===== config.mk =====
export PLATFORM = sky130hd
export DESIGN_NAME = uart_tx_arbiter
export DESIGN_NICKNAME = d
export VERILOG_FILES = /design/src/rtl/uart_tx_arbiter.sv
export SDC_FILE = /design/constraint.sdc
export NUM_CORES = 1
export LEC_CHECK = 0
export ABC_AREA = 0
export CAP_MARGIN = 20
export CORE_MARGIN = 3
export CORE_UTILIZATION = 30
export DETAILED_ROUTE_END_ITERATION = 12
export GPL_ROUTABILITY_DRIVEN = 0
export PLACE_DENSITY = 0.63
export SLEW_MARGIN = 20
export SYNTH_ARGS = -nofsm -noshare
export SYNTH_HDL_FRONTEND = slang
export SYNTH_SLANG_ARGS = --single-unit

===== constraint.sdc =====
create_clock -name clk -period 1.9 [get_ports clk]
set_input_delay 0.38 -clock clk [delete_from_list [all_inputs] [get_ports clk]]
set_output_delay 0.38 -clock clk [all_outputs]
set_load 0.02 [all_outputs]

===== src/rtl/uart_tx_arbiter.sv =====
// Packet-granular round-robin arbiter sharing one uart_tx among NUM_REQ byte streams.
// Optional stall watchdog enabled by defining UART_TX_ARBITER_TIMEOUT_EN.
module uart_tx_arbiter #(
   parameter int NUM_REQ        = 2,
   parameter int TIMEOUT_CYCLES = 1024
) (
   input  logic                 clk,
   input  logic                 rst,
   input  logic [NUM_REQ-1:0]   req_valid,
   input  logic [NUM_REQ*8-1:0] req_data,
   input  logic [NUM_REQ-1:0]   req_last,
   output logic [NUM_REQ-1:0]   req_ready,
   output logic [NUM_REQ-1:0]   grant,
   output logic [7:0]           tx_data,
   output logic                 tx_valid,
   input  logic                 tx_busy,
   output logic                 arb_busy,
   output logic                 err_timeout
);

   localparam int IDX_W = (NUM_REQ > 1) ? $clog2(NUM_REQ) : 1;

   if (NUM_REQ < 2 || NUM_REQ > 8 || TIMEOUT_CYCLES < 2) begin : g_param_chk
      $error("uart_tx_arbiter: illegal parameter value");
   end

   typedef enum logic [1:0] {S_IDLE, S_GRANTED, S_WAIT_HI, S_WAIT_LO} state_t;

   state_t             r_state, w_next;
   logic [IDX_W-1:0]   r_owner, r_rr, w_pick, w_idx;
   logic               w_pick_vld;
   logic [NUM_REQ-1:0] r_grant, r_ready;
   logic [7:0]         r_tx_data;
   logic               r_tx_valid, r_last, r_arb_busy;
   logic               w_own_valid, w_own_last;
   logic               w_accept, w_release, w_timeout, w_tmo_hit;

   assign w_own_valid = req_valid[r_owner];
   assign w_own_last  = req_last[r_owner];

   // First requester after the last owner, wrapping around.
   always_comb begin
      w_pick     = '0;
      w_pick_vld = 1'b0;
      w_idx      = '0;
      for (int k = 1; k <= NUM_REQ; k++) begin
         w_idx = IDX_W'((int'(r_rr) + k) % NUM_REQ);
         if (!w_pick_vld && req_valid[w_idx]) begin
            w_pick     = w_idx;
            w_pick_vld = 1'b1;
         end
      end
   end

`ifdef UART_TX_ARBITER_TIMEOUT_EN
   localparam int CNT_W = $clog2(TIMEOUT_CYCLES);

   logic [CNT_W-1:0] r_tmo_cnt;
   logic             r_err;

   assign w_tmo_hit = (r_state == S_GRANTED) && !w_own_valid &&
                      (r_tmo_cnt == CNT_W'(TIMEOUT_CYCLES - 1));

   // Counts owner-stall cycles; an owner that is valid but blocked by tx_busy holds the count.
   always_ff @(posedge clk or posedge rst) begin
      if (rst) begin
         r_tmo_cnt <= '0;
         r_err     <= 1'b0;
      end else begin
         r_err <= w_timeout;
         if (r_state != S_GRANTED || w_accept || w_timeout)
            r_tmo_cnt <= '0;
         else if (!w_own_valid)
            r_tmo_cnt <= r_tmo_cnt + 1'b1;
      end
   end

   assign err_timeout = r_err;
`else
   assign w_tmo_hit   = 1'b0;
   assign err_timeout = 1'b0;
`endif

   always_ff @(posedge clk or posedge rst) begin
      if (rst) r_state <= S_IDLE;
      else     r_state <= w_next;
   end

   always_comb begin
      w_next    = r_state;
      w_accept  = 1'b0;
      w_release = 1'b0;
      w_timeout = 1'b0;
      case (r_state)
         S_IDLE:    if (w_pick_vld) w_next = S_GRANTED;
         S_GRANTED: begin
            if (w_own_valid && !tx_busy) begin
               w_accept = 1'b1;
               w_next   = S_WAIT_HI;
            end else if (w_tmo_hit) begin
               w_timeout = 1'b1;
               w_next    = S_IDLE;
            end
         end
         S_WAIT_HI: if (tx_busy) w_next = S_WAIT_LO;
         S_WAIT_LO: begin
            if (!tx_busy) begin
               if (r_last) begin
                  w_release = 1'b1;
                  w_next    = S_IDLE;
               end else begin
                  w_next = S_GRANTED;
               end
            end
         end
         default:   w_next = S_IDLE;
      endcase
   end

   always_ff @(posedge clk or posedge rst) begin
      if (rst) begin
         r_grant    <= '0;
         r_owner    <= '0;
         r_rr       <= IDX_W'(NUM_REQ - 1);
         r_last     <= 1'b0;
         r_tx_data  <= '0;
         r_tx_valid <= 1'b0;
         r_ready    <= '0;
         r_arb_busy <= 1'b0;
      end else begin
         r_tx_valid <= w_accept;
         r_ready    <= w_accept ? (NUM_REQ'(1) << r_owner) : '0;
         r_arb_busy <= (w_next != S_IDLE);
         if (r_state == S_IDLE && w_pick_vld) begin
            r_owner <= w_pick;
            r_grant <= NUM_REQ'(1) << w_pick;
         end
         if (w_accept) begin
            r_tx_data <= req_data[{r_owner, 3'b000} +: 8];
            r_last    <= w_own_last;
         end
         if (w_release || w_timeout) begin
            r_rr    <= r_owner;
            r_grant <= '0;
         end
      end
   end

   assign req_ready = r_ready;
   assign grant     = r_grant;
   assign tx_data   = r_tx_data;
   assign tx_valid  = r_tx_valid;
   assign arb_busy  = r_arb_busy;

endmodule


=== Yosys cells after proc, flatten, opt, wreduce, memory -nomap -nowiden ===
Cells that the tools add are included.

* Bits of input ports: 23
* Logic and storage cells: 54
* Flip-flop bits (word level): 19
* Output and inout bits: 15

* $add $sub $neg: 2
* Shift-type cells: 3
* Magnitude comparators: 3
* Reductions and logical operators: 8
* Equal/unequal tests: 3
* Muxes and demuxes: 26

{| class="wikitable"
|+ Operators by type and width
! kind !! number
|-
| $mux W1 || 18
|-
| $shiftx A16 B5 Y8 || 1
|-
| $mux W2 || 7
|-
| $pmux W2 S4 || 1
|-
| $lt A1 B2 Y1 const B || 3
|-
| $eq A2 B2 Y1 const B || 2
|-
| $reduce_bool A2 Y1 || 2
|-
| $shl A1 B1 Y2 const A || 2
|-
| $logic_and A1 B1 Y1 || 3
|-
| $add A1 B1 Y1 const B || 2
|-
| $eq A2 B1 Y1 const B || 1
|-
| $logic_not A1 Y1 || 2
|-
| $logic_not A2 Y1 || 1
|}

=== Depth between registers and ports, before layout ===
* Depth in word-level cells: 10
* Depth in mapped cells: 5
* Depth with buffers taken out: 3

=== Worst setup path after synthesis ===
Ideal clock, no wire load.

* Path type: register -> register
* Start point: register r_owner
* End point: register r_tx_data[0], in the netlist tx_data[0]
* Path slack: 0.350 ns
* Buffers on the path: 2
* Setup time: 0.125 ns
* Data required time: 1.775 ns
* Arrival: 1.425 ns
* Period minus slack after synthesis: 1.550 ns
* Stages on the path, launching flop included: 6
* Cell sequence: dfrtp_1 > mux2i_1 > or3_1 > buf_2 > buf_6 > mux2_4

* Longest elaborated chain between the ends: 5
* Elaborated cells on any way between the ends: 6
* Those cells by class: shift: 1; mux: 4; reduce/logical: 1

{| class="wikitable"
|+ Ends and longest elaborated chain
! item !! line !! text
|-
| from (decl) || 30 || <nowiki>logic [IDX_W-1:0] r_owner, r_rr, w_pick, w_idx;</nowiki>
|-
| from (signal assigned) || 135 || <nowiki>r_owner <= w_pick;</nowiki>
|-
| $mux W1 (not written as such) (2 in a row) || 38 || <nowiki>assign w_own_valid = req_valid[r_owner];</nowiki>
|-
| $logic_and A1 B1 Y1 || 97 || <nowiki>if (w_own_valid && !tx_busy) begin</nowiki>
|-
| $mux W1 || 97 ||
|-
| $mux W1 || 94 || <nowiki>case (r_state)</nowiki>
|-
| to (signal assigned) || 139 || <nowiki>r_tx_data <= req_data[{r_owner, 3'b000} +: 8];</nowiki>
|-
| to (decl) || 33 || <nowiki>logic [7:0] r_tx_data;</nowiki>
|}

Several ways; a longest one is shown, not always the timed one. The select of a mux whose other input is x is not followed.
A chain may end at the register's enable or synchronous reset.

=== Worst setup path in the final report ===
* Start point: register r_tx_data[5], in the netlist tx_data[5]
* End point: output port tx_data[5]

{| class="wikitable"
|+ RTL lines
! item !! line !! text
|-
| to (decl) || 14 || <nowiki>output logic [7:0] tx_data,</nowiki>
|}

No word-level cell between the ends.

==> impl_metrics.yaml <==
route:
  dr_wl_met2_um: 844
  drtPass1Iterations: 3
  drtAntennaViolNets: 0
  drt_iter0_drc: 6
  dr.max_layer_used: "met3"
  met1_length_um: 791
  viasPerCell: 4.56
  wl_met3_um: 164
  wl_per_cell_um: 12.4
  drc: 0
  num_vias: 661
  drt-total-wl_um: 1800
status:
  status: "completed"
global_route:
  grt_pass1_vias: 730
  track_usage_pct: 11.1
  gr-total-overflow: 0
  grt_max_degree: 20
  grt_antenna_before_repair: 0
  grt_pass1_wl_um: 3040
timing:
  fmax_ghz: 0.608
  period_share_pct: 86.6
  rsz0062_at_grt: "no"
  hold_ws_ns: 0.393
  hold_violations: 0
  final-max-slew-violation-count: 0
  setup_violations: 0
  clock_skew_ns: 0.00812
  fin_crit_ns: 1.65
floorplan:
  ios: 38
  die_y_um: 60.5
  die_area_sq_mm: 0.00366
  core_area_sq_mm: 0.00281
  initial_utilization_pct: 31.8
  fp.dieW_um: 60.5
  rows: 19
clocking:
  tritoncts: "done"
  clkTransAtPathRegs_ns: 0.10
  cts_root_buffer: "clkbuf_4"
  htreeDepth: 1
  numCtsBuffers: 3
  cts_resized: 0
  cts_buffer_depth: 2
  clkSinkCount: 19
  post_cts_buffers: 0
  clock_latency_ns: 0.29
  postCtsHoldBufs: 0
yosys:
  synth_nets: 93
  synth_fa_ha_area_share_pct: 0
  muxShareOfSynthArea_pct: 27.6
  synth_xor_area_share_pct: 0
  seq_area_frac_synth_pct: 53.4
  yosysUniqueCellTypes: 25
  ys.flop_type: "dfrtp_1"
  yosys_warnings: 0
  synth_simple_gate_area_share_pct: 9.68
  synth_area_sq_um: 892
  synth-edff-count: 0
  async_flop_share_pct: 100
  synthCells: 70
  synth.avg_cell_area_sq_um: 12.7
  synth_top_area_cell: "dfrtp_1"
  synth_area_leaders: "dfrtp_1, mux2_2, mux2_4"
  synth_top_area_share_pct: 50.5
  synth_top_family_by_area: "multiplexers"
  synth_compound_area_share_pct: 4.49
  synth-seq-cells: 19
critical_path:
  crit_fanout: 2
  cp_top_family: "buffers and inverters"
  critPathLaunchType: "flip-flop"
  cp.required_ns: 1.52
  path_cells: "clkdlybuf4s50_1"
  crit_slowest_cell: "clkdlybuf4s50_1"
  endpoint_kind: "output port"
  critical_path_buf_inv_count: 1
  arrival_ns: 1.27
  max_stage_delay_ns: 0.61
  path_class: "reg -> out"
power_and_ir_drop:
  irDropWorstVdd_uv: 657
  leakagePower_nw: 0.604
  powerDensity_mw_per_mm2: 1410
  power_mw: 1.90
final_layout:
  diodes: 0
  final_common_cell: "clkdlybuf4s50_1"
  layout.nets: 138
  fillers: 274
  final_cell_mix: "clkdlybuf4s50_1, dfrtp_1, mux2_2"
  syn2layout_area_growth_pct: 51.3
  layout-drive-gt1-share_pct: 28.1
flow_run:
  maxCapViolations: 0
min_path:
  min_path_type: "in -> async"
placement:
  dp_hpwl_um: 1380
  place.port_buffers: 36
final timing paths:
check / start / depth (start not counted) / slack (ns) / end
worst max register to register: r_owner / 4 / 0.40 / tx_data[4]
worst min register to register: tx_data[2] / 1 / 0.52 / tx_data[2]
worst max-delay path: tx_data[5] / 1 / 0.25 / tx_data[5]
max in group asynchronous: rst / 3 / 1.24 / r_rr
min in group clk: tx_data[2] / 1 / 0.52 / tx_data[2]
worst min-delay path: rst / 3 / 0.39 / tx_valid
routing by layer:
layer	up-vias	track usage, %
li1	324	-
met1	314	13.3
met2	23	18.7
met3	0	4.26
met4	0	2.79
met5	-	0
Yosys cell counts, types with 2 or more instances:
library cell	count
mux2_2	13
inv_1	3
mux2_4	6
nor2_1	4
dfrtp_1	18
a21oi_1	2
nand2_1	5
nand2b_1	2
final cells by class:
cell class	count	area (sq um)	area share [%]
Clock buffer	4	26.3	1.95
Sequential cell	19	477	35.3
Tap cell	31	38.8	2.87
Inverter	3	11.3	0.834
Timing Repair Buffer	44	420	31.1
Multi-Input combinational cell	44	377	27.9
metrics by stage:
step                      setup TNS, ns  cells  setup WS (ns)  cell area (sq um)  util, %
after floorplan                       0     70          0.350                892        -
after CTS                             0    145          0.231               1350     48.1
final                                 0    145          0.254               1350     48.1
after global routing                  0    145          0.177               1350     48.1
after detailed placement         -0.159    141        -0.0312               1320     47.2
after global placement           -0.224    141        -0.0350               1320     47.2
registers in the layout, indices dropped and copies added (netlist names):
name       count
grant          2
r_owner        1
arb_busy       1
tx_valid       1
r_rr           1
r_state        2
r_last         1
req_ready      2
tx_data        8
kinds of logic (layout without fill, tap and decap cells):
group                  Yosys count  count (layout)
AO/OA/AOI/OAI                    6               6
buffers and inverters            7              51
flip-flops                      19              19
multiplexers                    20              20
other                            1               1
AND/OR/NAND/NOR                 17              17
power breakdown:
group          total, mW  internal (mW)  switching (mW)
Combinational       1.00          0.582           0.419
Sequential         0.705          0.593           0.113
Clock              0.195         0.0814           0.113
Total               1.90           1.26           0.645
(Power assumes the default switching activity.)
